<file path="config.mk">
export PLATFORM = sky130hd
export DESIGN_NAME = cpu
export DESIGN_NICKNAME = d
export VERILOG_FILES = /design/src/rtl/cpu_pkg.sv /design/src/rtl/cpu_rd_checker.sv /design/src/rtl/cpu.sv
export SDC_FILE = /design/constraint.sdc
export NUM_CORES = 1
export LEC_CHECK = 0
export CAP_MARGIN = 20
export CORE_ASPECT_RATIO = 2
export CORE_MARGIN = 5
export CORE_UTILIZATION = 45
export DETAILED_ROUTE_END_ITERATION = 8
export GPL_TIMING_DRIVEN = 0
export MAX_ROUTING_LAYER = met4
export PLACE_DENSITY = 0.89
export SLEW_MARGIN = 5
export SYNTH_ARGS = -nofsm -noshare
export SYNTH_HDL_FRONTEND = slang
export SYNTH_SLANG_ARGS = --single-unit
</file>
<file path="constraint.sdc">
create_clock -name clk -period 5.9 [get_ports clk]
set_input_delay 0.59 -clock clk [delete_from_list [all_inputs] [get_ports clk]]
set_output_delay 0.59 -clock clk [all_outputs]
set_load 0.05 [all_outputs]
</file>
<file path="src/rtl/cpu_pkg.sv">
// rtl/cpu_pkg.sv - shared states, defaults and address/pattern helpers for the cache traffic cpu
package cpu_pkg;

    typedef enum logic [2:0] {
        IDLE,
        WR_WORD,
        WR_BYTE,
        RD,
        DRAIN,
        DONE,
        ERROR
    } state_e;

    localparam logic [31:0] DEF_BASE_ADDR  = 32'h0000_1000;
    localparam int          DEF_NUM_WORDS  = 8;
    localparam int          DEF_RD_LATENCY = 1;
    localparam logic [31:0] DEF_DATA_SEED  = 32'h1234_5678;

    // Word address of index idx; wraps modulo 2^32.
    function automatic logic [31:0] word_addr(input logic [31:0] base, input logic [7:0] idx);
        return base + {22'd0, idx, 2'b00};
    endfunction

    // Full-word store pattern.
    function automatic logic [31:0] word_pattern(input logic [31:0] seed, input logic [7:0] idx);
        return seed + {24'd0, idx};
    endfunction

    // Single byte lane written in the byte-masked phase.
    function automatic logic [3:0] byte_sel(input logic [7:0] idx);
        return 4'b0001 << idx[1:0];
    endfunction

    // Byte-phase store data: index replicated so any lane carries it.
    function automatic logic [31:0] byte_pattern(input logic [7:0] idx);
        return {4{idx}};
    endfunction

    // Value a load must return once both store phases have landed.
    function automatic logic [31:0] exp_word(input logic [31:0] seed, input logic [7:0] idx);
        logic [31:0] w;
        w = word_pattern(seed, idx);
        w[{idx[1:0], 3'b000} +: 8] = idx;
        return w;
    endfunction

endpackage

</file>
<file path="src/rtl/cpu_rd_checker.sv">
// rtl/cpu_rd_checker.sv - fixed-latency expected-value delay line and load-data comparator
module cpu_rd_checker
    import cpu_pkg::*;
#(
    parameter int          RD_LATENCY = DEF_RD_LATENCY,
    parameter logic [31:0] DATA_SEED  = DEF_DATA_SEED
) (
    input  logic        clk,
    input  logic        rst,
    input  logic        push_i,
    input  logic [7:0]  push_idx_i,
    input  logic        push_last_i,
    input  logic [31:0] data_i,
    output logic        mismatch_o,
    output logic        last_checked_o
);

    logic [RD_LATENCY-1:0] valid_q;
    logic [RD_LATENCY-1:0] last_q;
    logic [31:0]           exp_q [RD_LATENCY];
    logic                  match;

    // Shift the expected value alongside the load so it meets the returning data.
    always_ff @(posedge clk) begin
        if (!rst) begin
            valid_q <= '0;
            last_q  <= '0;
            for (int k = 0; k < RD_LATENCY; k++) exp_q[k] <= '0;
        end else begin
            valid_q[0] <= push_i;
            last_q[0]  <= push_i & push_last_i;
            exp_q[0]   <= exp_word(DATA_SEED, push_idx_i);
            for (int k = 1; k < RD_LATENCY; k++) begin
                valid_q[k] <= valid_q[k-1];
                last_q[k]  <= last_q[k-1];
                exp_q[k]   <= exp_q[k-1];
            end
        end
    end

    assign match          = (data_i == exp_q[RD_LATENCY-1]);
    assign mismatch_o     = valid_q[RD_LATENCY-1] & ~match;
    assign last_checked_o = valid_q[RD_LATENCY-1] & last_q[RD_LATENCY-1] & match;

endmodule

</file>
<file path="src/rtl/cpu.sv">
// rtl/cpu.sv - self-running store/byte-store/load traffic generator for data-cache bring-up
module cpu
    import cpu_pkg::*;
#(
    parameter logic [31:0] BASE_ADDR  = DEF_BASE_ADDR,
    parameter int          NUM_WORDS  = DEF_NUM_WORDS,
    parameter int          RD_LATENCY = DEF_RD_LATENCY,
    parameter logic [31:0] DATA_SEED  = DEF_DATA_SEED
) (
    input  logic        clk,
    input  logic        rst,
    input  logic [31:0] dcache_data_i,
    output logic [31:0] dcache_raddr_o,
    output logic [31:0] dcache_waddr_o,
    output logic [31:0] dcache_wdata_o,
    output logic        dcache_wreq_o,
    output logic        dcache_rreq_o,
    output logic [3:0]  dcache_sel_o
);

    localparam logic [7:0] LAST_IDX = 8'(NUM_WORDS - 1);

    state_e      state_q;
    logic [7:0]  idx_q;
    logic [7:0]  idx_inc;
    logic        is_last;
    logic [31:0] raddr_q;
    logic [31:0] waddr_q;
    logic [31:0] wdata_q;
    logic        wreq_q;
    logic        rreq_q;
    logic [3:0]  sel_q;
    logic        mismatch;
    logic        last_checked;

    assign idx_inc = idx_q + 8'd1;
    assign is_last = (idx_q == LAST_IDX);

    // The load being presented (rreq_q with idx_q) is the one the cache samples at this edge.
    cpu_rd_checker #(
        .RD_LATENCY (RD_LATENCY),
        .DATA_SEED  (DATA_SEED)
    ) u_rd_checker (
        .clk            (clk),
        .rst            (rst),
        .push_i         (rreq_q),
        .push_idx_i     (idx_q),
        .push_last_i    (is_last),
        .data_i         (dcache_data_i),
        .mismatch_o     (mismatch),
        .last_checked_o (last_checked)
    );

    // Phase sequencer; each edge registers the request for the state being entered.
    always_ff @(posedge clk) begin
        if (!rst) begin
            state_q <= IDLE;
            idx_q   <= '0;
            raddr_q <= '0;
            waddr_q <= '0;
            wdata_q <= '0;
            wreq_q  <= 1'b0;
            rreq_q  <= 1'b0;
            sel_q   <= '0;
        end else begin
            raddr_q <= '0;
            waddr_q <= '0;
            wdata_q <= '0;
            wreq_q  <= 1'b0;
            rreq_q  <= 1'b0;
            sel_q   <= '0;
            case (state_q)
                IDLE: begin
                    state_q <= WR_WORD;
                    idx_q   <= '0;
                    wreq_q  <= 1'b1;
                    waddr_q <= word_addr(BASE_ADDR, 8'd0);
                    wdata_q <= word_pattern(DATA_SEED, 8'd0);
                    sel_q   <= 4'b1111;
                end
                WR_WORD: begin
                    wreq_q <= 1'b1;
                    if (is_last) begin
                        state_q <= WR_BYTE;
                        idx_q   <= '0;
                        waddr_q <= word_addr(BASE_ADDR, 8'd0);
                        wdata_q <= byte_pattern(8'd0);
                        sel_q   <= byte_sel(8'd0);
                    end else begin
                        idx_q   <= idx_inc;
                        waddr_q <= word_addr(BASE_ADDR, idx_inc);
                        wdata_q <= word_pattern(DATA_SEED, idx_inc);
                        sel_q   <= 4'b1111;
                    end
                end
                WR_BYTE: begin
                    if (is_last) begin
                        state_q <= RD;
                        idx_q   <= '0;
                        rreq_q  <= 1'b1;
                        raddr_q <= word_addr(BASE_ADDR, 8'd0);
                        sel_q   <= 4'b1111;
                    end else begin
                        idx_q   <= idx_inc;
                        wreq_q  <= 1'b1;
                        waddr_q <= word_addr(BASE_ADDR, idx_inc);
                        wdata_q <= byte_pattern(idx_inc);
                        sel_q   <= byte_sel(idx_inc);
                    end
                end
                RD: begin
                    if (mismatch) begin
                        state_q <= ERROR;
                    end else if (is_last) begin
                        state_q <= DRAIN;
                    end else begin
                        idx_q   <= idx_inc;
                        rreq_q  <= 1'b1;
                        raddr_q <= word_addr(BASE_ADDR, idx_inc);
                        sel_q   <= 4'b1111;
                    end
                end
                DRAIN: begin
                    if (mismatch) begin
                        state_q <= ERROR;
                    end else if (last_checked) begin
                        state_q <= DONE;
                    end
                end
                DONE:    state_q <= DONE;
                ERROR:   state_q <= ERROR;
                default: state_q <= IDLE;
            endcase
        end
    end

    assign dcache_raddr_o = raddr_q;
    assign dcache_waddr_o = waddr_q;
    assign dcache_wdata_o = wdata_q;
    assign dcache_wreq_o  = wreq_q;
    assign dcache_rreq_o  = rreq_q;
    assign dcache_sel_o   = sel_q;

endmodule

</file>
==> results.md, run 1 <==
* Post-synthesis sequential area ratio at 42.23%
* Yosys cell types at 55
* DRT antenna net count at 0
* Area growth syn-to-layout at 37.11%
* RR Startpoint: idx_q[0]
* Reg2reg setup slack at 3.32 ns
* Top cells by area, synth: dfxtp_1 42%, buf_4 11%, xnor2_1 8.8%, nor2_1 4.5%, nand2_1 3.4%
* Lkg Pwr at 0.002323 uW
* Initial Utilization at 45.54%
* Clock Latency Late Sink at 0.34 ns
* Post-Synthesis Cells at 450
* Pin count of the biggest net entering global routing at 16
* # DRC at 0
* Comb power frac at 16.0%
* MaxCap Viol Count at 0
* Syn. warnings at 0
* Clk pin slew, worst setup/hold paths at 0.06 ns
* Ys async rst share at 0%
* Hold Path Stages at 1
* Setup Skew at 0.007408 ns
* Endpoints failing setup at 0
* Initial antenna violation count at 0
* Number of diodes at 0
* Peak Freq at 341.5 MHz
* First-pass GRT wire length at 17.17 mm
* Core ar. at 8951 um2
* Yosys top cell area share at 42.23%
* Cell with the most instances after synthesis: dfxtp_1
* CP arrival at 3.18 ns
* Multi-input logic area at 1898 um2
* Hold Path End: u_rd_checker.valid_q
* Worst R2R End: u_rd_checker.exp_q[0][19]
* Sw Pwr at 385.8 uW
* CP bufs+invs at 1
* Register area at 1722 um2
* Crit-path slowest cell: nor4_1
* Status: complete, no violations
* EDFF count, synth at 0
* Vias in the first global route at 3486
* P per Cell Area at 256.4 nW/um2
* Clk buf depth at 2
* Layout cells sized above 1 at 16.47%
* Vias per cell at 4.856
* Setup TNS at 0 ns
* Fillers at 736
* Clk network pwr share at 42.0%
* Post CTS Setup Buffer Count at 0
* Placer congestion estimate at 0.9078
* P_int at 1047 uW
* Sequential Power Share at 42.0%
* CTS tree: done
* Initial DRT Pass Iterations at 4
* Die W at 77.30 um
* Commonest cells in the netlist: 86 x dfxtp_1, 61 x buf_4, 49 x nor2_1, 41 x xnor2_1, 37 x nand2_1
* Worst-path cell chain: clkdlybuf4s50_1, xnor2_1, nand4_1, nor4_1, a21bo_2, nand4_1, nor2_1
* Slew Viols, Final at 0
* Data required, critical path at 6.15 ns
* IO Count at 136
* Vias post-DR at 3414
* Post-Syn Area at 4076 um2
* Port Buf Inserts at 89
* WL/cell at 15.76 um
* Initial DRC Count at 161
* Height of the chip at 144.6 um
* Post-synth top area cell: dfxtp_1
* Dominant synthesized flop cell: dfxtp_1
* CP delay by family, top: simple AND/OR/NAND/NOR gates
* Highest cell delay on the worst timing path at 0.69 ns
* DP HPWL at 8.890 mm
* Most common cell on crit path: nand4_1
* RSZ-0062 raised after global routing: false
* Remaining Overflow, GRT at 0
* FF-to-FF path depth at 6
* Cell row count at 49
* Final worst setup slack at 2.972 ns
* # hold bufs at CTS at 0
* H-tree Lvls at 3
* Maximum vdd drop at 195.6 uV
* Num CTS Buffers at 9
* Worst slack at placement at 2.552 ns
* DIE AREA at 11180 um2
* HP Class: flip-flop to flip-flop
* Fin crit share at 49.62%
* Switching share of total power at 26.93%
* Min cycle time layout at 2.928 ns
* Layout Nets at 641
* Hold Startpoint: dcache_rreq_o
* CP Capture Type: flip-flop
* Clk sinks at 86
* Root Driver: clkbuf_16
* CTS resizes at 0
* Critical Path Fanout Max at 8
* Worst slew margin at 42.97%
* Avg Cell Area, Syn at 9.059 um2
* Routed wire length at 11.08 mm
* Slew of the pin with the lowest slew margin at 0.8493 ns
* Synthesis-stage register bit count at 86
* Critical path class: primary input to flip-flop
* GRT Overall Usage at 20.47%
* CP startpoint kind: primary input
* Fin. Hold Viols at 0
-- how the worst max path moves through the flow --
stage,from,to,depth (start not counted)
detailed placement,dcache_data_i[29],dcache_raddr_o[3],7
global placement,dcache_data_i[29],dcache_raddr_o[3],7
global route,dcache_data_i[29],dcache_raddr_o[5],7
finish,dcache_data_i[29],dcache_raddr_o[5],7
floorplan,idx_q[3],idx_q[5],7
CTS,dcache_data_i[29],dcache_raddr_o[5],7
-- cell usage in the layout (no fill, tap or decap), types with 4 or more instances in the layout --
| cell | instances |
|---|---|
| clkdlybuf4s50_1 | 89 |
| clkbuf_1 | 9 |
| clkbuf_16 | 9 |
| nor4_1 | 5 |
| and2_1 | 11 |
| a31oi_1 | 4 |
| nor2_1 | 49 |
| xnor2_1 | 41 |
| nand4_1 | 11 |
| nand2_1 | 37 |
| o21ai_0 | 10 |
| a21boi_0 | 6 |
| a21oi_1 | 10 |
| buf_4 | 61 |
| ha_1 | 11 |
| buf_6 | 7 |
| conb_1 | 47 |
| inv_1 | 10 |
| nand3_1 | 20 |
| dfxtp_1 | 86 |
| xor2_1 | 4 |
| o31ai_1 | 6 |
-- flip-flops by register name (all words and copies together), names as in the netlist --
register	flops
u_rd_checker.valid_q	1
dcache_wreq_o	1
dcache_raddr_o	8
state_q	3
dcache_waddr_o	6
dcache_rreq_o	1
dcache_wdata_o	21
dcache_sel_o	4
u_rd_checker.last_q	1
u_rd_checker.exp_q	32
idx_q	8
-- power by group through the flow --
stage | registers [uW] | logic (uW) | clock network, uW
detailed placement | 614 | 228 | 0
floorplan | 636 | 147 | 0
finish | 602 | 230 | 602
global placement | 614 | 226 | 0
CTS | 602 | 229 | 610
global route | 603 | 242 | 636
-- worst register-to-register path, stage by stage (launching register included) --
cell      delay [ns]
dfxtp_1         0.46
clkbuf_1        0.47
inv_1           0.21
ha_1            0.50
nand2_1         0.19
nor4b_1         0.47
and2_2          0.22
-- final cells by class --
class	count	share of cell area, %
plain buffers	79	10.52
clock buffers	9	4.030
clock inverters	7	1.724
inverters	11	0.7388
multi-input cells	320	33.96
flip-flops and latches	86	30.80
well taps	102	2.283
repair buffers	89	15.94
-- per-stage QoR --
stage               area, um2  util (%)  total power [uW]  hold slack [ns]  cells
floorplan                4249         -             782.8           0.5389    496
global placement         5268     58.85             840.1           0.4919    687
detailed placement       5268     58.85             842.5           0.5049    687
CTS                      5589     62.44              1440           0.5265    703
global route             5589     62.44              1481           0.5604    703
finish                   5589     62.44              1433           0.5292    703
-- per-layer routing --
| metal | track usage, % | part of all wire, % | up-vias |
|---|---|---|---|
| met2 | 39.51 | 58 | 137 |
| met3 | 4.863 | 5.2 | 36 |
| met5 | - | 0 | - |
| met1 | 17.36 | 32 | 1561 |
| li1 | - | - | 1680 |
| met4 | 11.59 | 5.1 | 0 |
-- logic make-up after synthesis --
| family | count (synthesis) | synth area share, % |
|---|---|---|
| and+or+nand+nor | 161 | 19.61 |
| AOI/OAI and AO/OA | 55 | 9.301 |
| muxes | 1 | 0.2762 |
| adders and majority gates | 11 | 3.376 |
| xor gates and xnor gates | 45 | 9.668 |
| other | 1 | 0.09199 |
| DFF | 86 | 42.23 |
| buffers and inverters | 90 | 15.44 |
Note: power is estimated with default switching activity, not from simulation.
==> run 2, diff against run 1 <==
==> constraint.sdc (replaced) <==
create_clock -name clk -period 2.8 [get_ports clk]
set_input_delay 0.28 -clock clk [delete_from_list [all_inputs] [get_ports clk]]
set_output_delay 0.28 -clock clk [all_outputs]
set_load 0.05 [all_outputs]
==> run 2 against run 1 <==
Worst hold slack got worse by 0.0025 ns. Critical path type unchanged. Highest routed layer unchanged. Clock-buffer cell count did not move. Flip-flop and latch count did not move. Register-to-register slack got worse by 2.9 ns.
==> results.md, run 2 (synthesis gave the netlist of run 1 again) <==
* Register area at 1722 um2 (unchanged)
* Endpoints failing setup at 0 (unchanged)
* First-pass GRT wire length at 17.17 mm (unchanged)
* CP arrival at 2.74 ns (-0.44 ns)
* Area growth syn-to-layout at 37.29%
* Slew Viols, Final at 0 (unchanged)
* Lkg Pwr at 0.002327 uW (+0.15%)
* RR Startpoint: u_rd_checker.exp_q[0][2]
* Pin count of the biggest net entering global routing at 16 (unchanged)
* Root Driver: clkbuf_16
* Initial antenna violation count at 0 (unchanged)
* Clk network pwr share at 42.0% (about the same)
* Vias in the first global route at 3486 (unchanged)
* Fillers at 737 (+0.14%)
* DP HPWL at 8.890 mm (unchanged)
* Vias post-DR at 3424 (+0.29%)
* CP Capture Type: flip-flop
* Final worst setup slack at 0.3113 ns (-2.661 ns)
* Worst slack at placement at -0.2380 ns (-2.790 ns)
* Worst R2R End: dcache_raddr_o[5]
* Commonest non-fill, non-tap cell in the layout: clkdlybuf4s50_1
* Final Instance Count excl. Fillers at 703 (unchanged)
* Port Buf Inserts at 89 (unchanged)
* Hold Path End: u_rd_checker.valid_q
* MaxCap Viol Count at 0 (unchanged)
* # hold bufs at CTS at 0 (unchanged)
* Most common cell on crit path: nand4_1
* Fin. Hold Viols at 0 (unchanged)
* IO Count at 136 (unchanged)
* CTS tree: done
* Worst slew margin at 43.55% (+0.57 points)
* Peak Freq at 401.8 MHz
* Reg2reg setup slack at 0.39 ns (-2.93 ns)
* Highest cell delay on the worst timing path at 0.65 ns (-0.04 ns)
* Min cycle time layout at 2.489 ns
* Status: complete, no violations
* CP startpoint kind: primary input
* WL/cell at 15.80 um (+0.20%)
* Top reg by flops: u_rd_checker.exp_q
* P per Cell Area at 539.7 nW/um2 (+110%)
* FF-to-FF path depth at 6 (unchanged)
* Most frequent cells in the layout: 89 x clkdlybuf4s50_1, 86 x dfxtp_1, 61 x buf_4
* # DRC at 0 (unchanged)
* H-tree Lvls at 3 (unchanged)
* Critical path class: primary input to flip-flop
* Sw Pwr at 813.8 uW (+110%)
* P_int at 2207 uW (+110%)
* Hold WS at 0.5267 ns (-0.002492 ns)
* Height of the chip at 144.6 um (unchanged)
* Critical Path Fanout Max at 8 (unchanged)
* DIE AREA at 11180 um2 (unchanged)
* Placed cells at 687 (unchanged)
* Switching share of total power at 26.94% (about the same)
* Power, Total at 3021 uW (+110%)
* Layout cells sized above 1 at 16.81% (+0.33 points)
* GRT Overall Usage at 20.47% (unchanged)
* Setup Skew at 0.007485 ns (+0.00007747 ns)
* Fin crit share at 88.88%
* Data required, critical path at 3.05 ns (-3.10 ns)
* Placer congestion estimate at 0.9078 (unchanged)
* Maximum vdd drop at 413.8 uV (+110%)
* Crit-path slowest cell: nor4_1
* Die W at 77.30 um (unchanged)
* DRT antenna net count at 0 (unchanged)
* Multi-input logic area at 1904 um2 (+0.33%)
* Slew of the pin with the lowest slew margin at 0.8408 ns (-0.008511 ns)
* Initial DRC Count at 154 (-4.3%)
* Initial DRT Pass Iterations at 4 (unchanged)
* RSZ-0062 raised after global routing: false
* Number of diodes at 0 (unchanged)
* Routed wire length at 11.10 mm (+0.20%)
* Sequential Power Share at 42.0% (about the same)
* Initial Utilization at 45.54% (unchanged)
* Cell row count at 49 (unchanged)
* Post CTS Setup Buffer Count at 0 (unchanged)
* Clk pin slew, worst setup/hold paths at 0.06 ns (about the same)
* Worst-path cell chain: clkdlybuf4s50_1, xnor2_1, nand4_1, nor4_1, a21bo_2, nand4_1, nor2_1
* Core ar. at 8951 um2 (unchanged)
* Hold Path Stages at 1 (unchanged)
* Comb power frac at 16.0% (about the same)
* Remaining Overflow, GRT at 0 (unchanged)
* Num CTS Buffers at 9 (unchanged)
* Clk sinks at 86 (unchanged)
* Clk buf depth at 2 (unchanged)
* Hold Startpoint: dcache_rreq_o
* Layout Nets at 641 (unchanged)
* HP Class: flip-flop to flip-flop
* Clock Latency Late Sink at 0.34 ns (about the same)
* Number of flip-flops in the largest register at 32 (unchanged)
* Vias per cell at 4.871 (+0.29%)
==> run 2: worst max path at each step <==
stage	startpoint	to	slack, ns	cells past startpoint
3_3_place_gp	dcache_data_i[29]	dcache_raddr_o[3]	-0.19	7
3_5_place_dp	dcache_data_i[29]	dcache_raddr_o[3]	-0.24	7
4_1_cts	dcache_data_i[29]	dcache_raddr_o[5]	0.1	7
6_report	dcache_data_i[30]	dcache_raddr_o[5]	0.31	7
2_1_floorplan	idx_q[3]	idx_q[5]	0.80	7
5_1_grt	dcache_data_i[2]	dcache_raddr_o[5]	0.12	7
==> run 2: layer usage <==
| metal | vias to the layer above | wire length, um | GRT usage [%] |
|---|---|---|---|
| met5 | - | 0 | - |
| met4 | 0 | 548 | 11.59 |
| met3 | 38 | 558 | 4.863 |
| met2 | 137 | 6415 | 39.51 |
| met1 | 1565 | 3581 | 17.36 |
| li1 | 1684 | - | - |
==> run 2: timing repair <==
item	in CTS	in global routing
setup endpoints to repair	0	5
gates resized for setup	0	3
hold endpoints to repair	0	0
==> run 2: area by class of cell <==
cell class	instances	share of cell area, %
inverters	11	0.7378
clock inverters	7	1.721
multi-input cells	320	34.03
flip-flops and latches	86	30.76
repair buffers	89	15.92
clock buffers	9	4.024
well taps	102	2.280
plain buffers	79	10.53
==> run 2: worst max-delay path: cells and delay by family <==
family / cells / cell delay (ns)
XOR/XNOR: 1 / 0.12
buffers and inverters: 1 / 0.48
AND/OR/NAND/NOR: 4 / 1.52
AO/OA/AOI/OAI: 1 / 0.34
==> run 2: through the flow <==
step	utilization (%)	setup TNS, ns	cell area, um2
floorplan	-	0	4249
global placement	58.85	-0.9631	5268
detailed placement	58.85	-1.464	5268
CTS	62.44	0	5589
global route	62.52	0	5597
finish	62.52	0	5597
==> run 2: power groups by stage <==
| stage | Sequential [uW] | Clock (uW) | Combinational [uW] |
|---|---|---|---|
| floorplan | 1340 | 0 | 310 |
| global placement | 1290 | 0 | 477 |
| detailed placement | 1290 | 0 | 480 |
| CTS | 1270 | 1280 | 482 |
| global route | 1270 | 1340 | 511 |
| finish | 1270 | 1270 | 484 |
